===== config.mk =====
export PLATFORM = sky130hd
export DESIGN_NAME = usr_shift_reg
export DESIGN_NICKNAME = d
export VERILOG_FILES = /design/src/rtl/usr_pkg.sv /design/src/rtl/usr_frame_cnt.sv /design/src/rtl/usr_shift_reg.sv
export SDC_FILE = /design/constraint.sdc
export NUM_CORES = 1
export LEC_CHECK = 0
export BUFFER_PORTS_ARGS = -buffer_cell sky130_fd_sc_hd__clkbuf_2
export CAP_MARGIN = 20
export CORE_AREA = 2 2 39 41
export DETAILED_ROUTE_END_ITERATION = 8
export DIE_AREA = 0 0 41 43
export PLACE_DENSITY_LB_ADDON = 0.25
export SLEW_MARGIN = 20
export SYNTH_ARGS = -nofsm -noshare
export SYNTH_HDL_FRONTEND = slang
export SYNTH_SLANG_ARGS = --single-unit

===== constraint.sdc =====
create_clock -name clk -period 0.9 [get_ports clk]
set_clock_uncertainty 0.1 [all_clocks]
set_input_delay 0.045 -clock clk [delete_from_list [all_inputs] [get_ports clk]]
set_output_delay 0.045 -clock clk [all_outputs]
set_load 0.05 [all_outputs]

===== src/rtl/usr_pkg.sv =====
// Shared definitions for the universal shift register: the operating modes
// and the legal width range.
package usr_pkg;

    // Operating modes selected by the 2-bit mode input
    typedef enum logic [1:0] {
        MODE_HOLD = 2'b00,
        MODE_SHR  = 2'b01,
        MODE_SHL  = 2'b10,
        MODE_LOAD = 2'b11
    } mode_t;

    localparam int WIDTH_MIN = 2;
    localparam int WIDTH_MAX = 64;

    // True when a mode moves data by one bit in either direction
    function automatic logic is_shift(input mode_t m);
        return (m == MODE_SHR) || (m == MODE_SHL);
    endfunction

endpackage


===== src/rtl/usr_frame_cnt.sv =====
// Frame counter for the universal shift register. Counts shifts since the
// last load/clear, wraps after WIDTH shifts and emits a registered
// one-cycle frame_done pulse in the cycle that follows the wrapping shift.
module usr_frame_cnt #(
    parameter int WIDTH = 4,
    parameter int CNT_W = $clog2(WIDTH)
) (
    input  logic             clk,
    input  logic             rst,
    input  logic             inc,
    input  logic             clr,
    output logic [CNT_W-1:0] shift_cnt,
    output logic             frame_done
);

    localparam logic [CNT_W-1:0] CNT_LAST = CNT_W'(WIDTH - 1);

    // Count shifts, clear on load, pulse frame_done on the wrapping shift
    always_ff @(posedge clk) begin
        if (!rst) begin
            shift_cnt  <= '0;
            frame_done <= 1'b0;
        end else begin
            frame_done <= 1'b0;
            if (clr) begin
                shift_cnt <= '0;
            end else if (inc) begin
                if (shift_cnt == CNT_LAST) begin
                    shift_cnt  <= '0;
                    frame_done <= 1'b1;
                end else begin
                    shift_cnt <= shift_cnt + 1'b1;
                end
            end
        end
    end

endmodule


===== src/rtl/usr_shift_reg.sv =====
// Parametrised universal shift register: hold, shift right, shift left and
// parallel load, with serial in/out at both ends and a frame counter.
// Optional rotate support is compiled in when USR_ROTATE_EN is defined;
// otherwise the rot input is accepted but has no effect.
module usr_shift_reg
    import usr_pkg::*;
#(
    parameter int WIDTH = 4,
    localparam int CNT_W = $clog2(WIDTH)
) (
    input  logic             clk,
    input  logic             rst,
    input  logic             en,
    input  logic [1:0]       mode,
    input  logic             sin_r,
    input  logic             sin_l,
    input  logic             rot,
    input  logic [WIDTH-1:0] pin,
    output logic [WIDTH-1:0] pout,
    output logic             sout_r,
    output logic             sout_l,
    output logic [CNT_W-1:0] shift_cnt,
    output logic             frame_done
);

    // Reject unsupported widths at elaboration time
    generate
        if (WIDTH < WIDTH_MIN || WIDTH > WIDTH_MAX) begin : g_width_check
            $error("usr_shift_reg: WIDTH must be in the range 2 to 64");
        end
    endgenerate

    logic [WIDTH-1:0] q;
    logic [WIDTH-1:0] q_nxt;
    logic             fill_r;
    logic             fill_l;
    mode_t            mode_e;
    logic             inc;
    logic             clr;

    assign mode_e = mode_t'(mode);

`ifdef USR_ROTATE_EN
    // Rotate recirculates the outgoing bit instead of the serial input
    always_comb begin
        fill_r = rot ? q[0]       : sin_r;
        fill_l = rot ? q[WIDTH-1] : sin_l;
    end
`else
    logic unused_rot;
    assign unused_rot = rot;

    // Without rotate support the serial inputs always feed the shifts
    always_comb begin
        fill_r = sin_r;
        fill_l = sin_l;
    end
`endif

    // Next register contents for the selected mode
    always_comb begin
        q_nxt = q;
        case (mode_e)
            MODE_SHR:  q_nxt = {fill_r, q[WIDTH-1:1]};
            MODE_SHL:  q_nxt = {q[WIDTH-2:0], fill_l};
            MODE_LOAD: q_nxt = pin;
            default:   q_nxt = q;
        endcase
    end

    // Register state; reset wins over enable and mode
    always_ff @(posedge clk) begin
        if (!rst) begin
            q <= '0;
        end else if (en) begin
            q <= q_nxt;
        end
    end

    assign inc = en && is_shift(mode_e);
    assign clr = en && (mode_e == MODE_LOAD);

    usr_frame_cnt #(
        .WIDTH (WIDTH),
        .CNT_W (CNT_W)
    ) u_frame_cnt (
        .clk        (clk),
        .rst        (rst),
        .inc        (inc),
        .clr        (clr),
        .shift_cnt  (shift_cnt),
        .frame_done (frame_done)
    );

    assign pout   = q;
    assign sout_r = q[0];
    assign sout_l = q[WIDTH-1];

endmodule


==> results.md <==
* Seq cells post-synth at 7
* Fmax at 974 MHz
* # rows at 14
* Fin crit period at roughly 1000 ps
* Clk root buf: clkbuf_4
* WL final at about 1.1 mm
* Clock transition at path regs at 60 ps
* # diodes at 0
* Netlist cell types at 13
* Hold WS at -25.6 ps
* Fillers at between 100 and 150
* Htree depth at 1
* Critical path required time at 750 ps
* Starting Density at between 20% and 30%
* Core area at between 0.001 and 0.0015 sq mm
* TritonCTS Sinks at 7
* Critical Path End Type: output port
* Most used routing layer: met2
* Clock Tree Buf Depth at 2
* CP startpoint kind: flip-flop
* Max Cap Viol at 0
* GP Congestion at between 0.7 and 0.8
* DRC errors left at 0
* M2 GR Usage at a little over 20%
* Vias in the first global route at 428
* Clk pwr share at roughly 30%
* Sequential area share after synthesis at 38.2%
* Critical Path AT at between 800 and 900 ps
* Die H at approximately 43 um
* CTS tree: yes
* Fraction of layout cells with a size suffix above 1 at between 60% and 70%
* Psw at ~0.35 mW
* Leakage at around 0.34 nW
* Post-Syn Instances at between 40 and 50
* Reg power frac at 34.5%
* Comb pwr share at 35.1%
* Io pins at 21
* Syn Nets at 57
* Setup WS post-layout at -127 ps
* Worst VDD drop at ~0.51 mV
* Slew HR at 84.3%
* Crit-path cells: buf_6 -> clkbuf_16
* Iter 0 DRT Violations at 4
* Fin cells at 85
* Sequential cell area at 164 sq um
* Area of the multi-input gates at about 260 sq um
* RSZ-0062 raised after global routing: true
* Initial antenna violation count at 0
* Power consumption at between 1 and 1.5 mW
* Failing checks: negative hold slack, negative setup slack
* Setup Viol. Count Final at 11
* Total CTS buffers at 3
* Met3 Use GR at roughly 6.3%
* Post-DP HPWL at approximately 690 um
* Total Nets Final at 86
* Die W at about 41 um
* Die area at ~0.0018 sq mm
* Internal power at around 0.68 mW
* Pwr dens at between 1000 and 1500 mW/mm^2
* Sw frac at 33.7%
* Avg Vias per Cell at about 5
* Dpl cells at ~80
* Critical path's slowest cell: dfxtp_4
* Crit-path leading delay family: flip-flops
* Period utilization at 114%
* Syn_area_per_cell at between 8 and 9 sq um
* Fin. max-slew vios at 0
* First-pass GRT wire length at around 1.7 mm
* Post-route antenna net violation count at 0
* Crit-path max FO at 2
* I/O Buffers at 19
* Largest net degree at the start of global routing at 9
* Drt first pass iters at 4
* CP peak stage delay at around 350 ps
* Sum Neg Setup Slack at -691 ps
* Crit path buf inv count at 2
* Overflow after GRT at 0
* Vias at roughly 420
* Ys Warns at 0
* GRT Util Overall at roughly 15%
* Status: complete, but fails checks
* M1 GR Usage at between 10% and 20%
* Area Overhead vs Synth at 117%
* Worst slew pin tran at approximately 230 ps
* Post-Syn Area at about 370 sq um
* Clock Latency Late Sink at roughly 270 ps
* Critical path class: reg -> out
* HP Class: in -> reg
* Endpoints failing hold at 2
* DR WL/cell at ~13 um
-- state kept, by name, indices dropped and copies added (netlist names) --
register and flops:
pout 4, u_frame_cnt.frame_done 1, u_frame_cnt.shift_cnt 2
-- power groups by stage --
stage	clock network (mW)	registers, mW	logic, mW
3_3_place_gp	0	0.350	0.232
6_report	0.311	0.355	0.361
3_5_place_dp	0	0.350	0.236
5_1_grt	0.334	0.358	0.382
4_1_cts	0.303	0.351	0.338
2_1_floorplan	0	0.413	0.103
-- kinds of logic (layout without fill, tap and decap cells) --
group	Yosys count	after routing	synth area share (%)
AND/OR/NAND/NOR	11	11	16.0
flip-flops	7	7	38.2
buffers and inverters	4	32	6.14
AO/OA/AOI/OAI	15	15	25.9
adder cells (fa/ha/maj)	4	4	13.7
-- tightest hold or removal path, delay by kind of cell --
family                 cells  cell delay [ps]
AO/OA/AOI/OAI              2              180
buffers and inverters      1               80
-- cells in the final DEF (no fill, tap or decap) --
cell           netlist  final
nor2b_1              2      2
clkbuf_4             0      3
o21ai_0              5      3
a22oi_1              6      4
dfxtp_4              0      6
ha_1                 4      2
ha_4                 0      2
clkbuf_1             0      1
buf_4                2      3
dfxtp_2              0      1
and3_4               0      1
clkbuf_16            0      7
dlygate4sd3_1        0      1
and2b_4              0      1
a22oi_2              0      2
nand2_1              4      4
inv_2                0      2
buf_8                0      2
buf_6                0      3
nor2_2               0      1
o21ai_2              0      2
clkbuf_2             0     10
nor2_1               2      1
and3b_1              1      1
a31oi_1              4      4
-- layout make-up --
class	count	area share, %
Tap cell	16	2.52
Clock buffer	4	3.31
Timing Repair Buffer	26	40.5
Sequential cell	7	20.6
Multi-Input combinational cell	30	32.1
Inverter	2	0.945
-- routing by layer --
layer	share of wire (%)	vias to the layer above
met2	50	20
met5	0	-
met1	41	193
li1	-	205
met3	4.7	6
met4	4.4	0
-- cell usage after synthesis --
library cell / number / area, sq um
dfxtp_1: 7 / 140
a22oi_1: 6 / 45.0
o21ai_0: 5 / 25.0
a31oi_1: 4 / 25.0
ha_1: 4 / 50.1
nand2_1: 4 / 15.0
buf_4: 2 / 15.0
inv_1: 2 / 7.51
nor2_1: 2 / 7.51
nor2b_1: 2 / 12.5
and2b_1: 1 / 7.51
and3_2: 1 / 7.51
and3b_1: 1 / 8.76
-- per-stage QoR --
step                      hold WS [ps]  setup slack, ps  utilization (%)  instance area (sq um)
after floorplan                   71.8             -179                -                    418
after global placement             180             -208             39.6                    548
after detailed placement           181             -221             39.6                    548
after CTS                        -7.08             -131             55.3                    766
after global routing              7.43             -154             57.4                    795
final                            -25.6             -127             57.4                    795
-- path summary, 6_finish.rpt --
kind / to / from / cells past startpoint / slack, ps
setup reg to reg: u_frame_cnt.shift_cnt[1] / u_frame_cnt.shift_cnt[1] / 3 / -110
hold reg to reg: pout[0] / pout[1] / 2 / 450
hold / removal: pout[3] / pin[3] / 3 / -30
setup / recovery: shift_cnt[1] / u_frame_cnt.shift_cnt[1] / 2 / -130
-- what timing repair did --
action,in CTS,in global routing
setup endpoints to repair,11,15
buffers inserted,2,0
hold endpoints to repair,3,0
gates resized for setup,29,11
pin swaps,0,3
hold buffers,1,0
(Power assumes the default switching activity.)
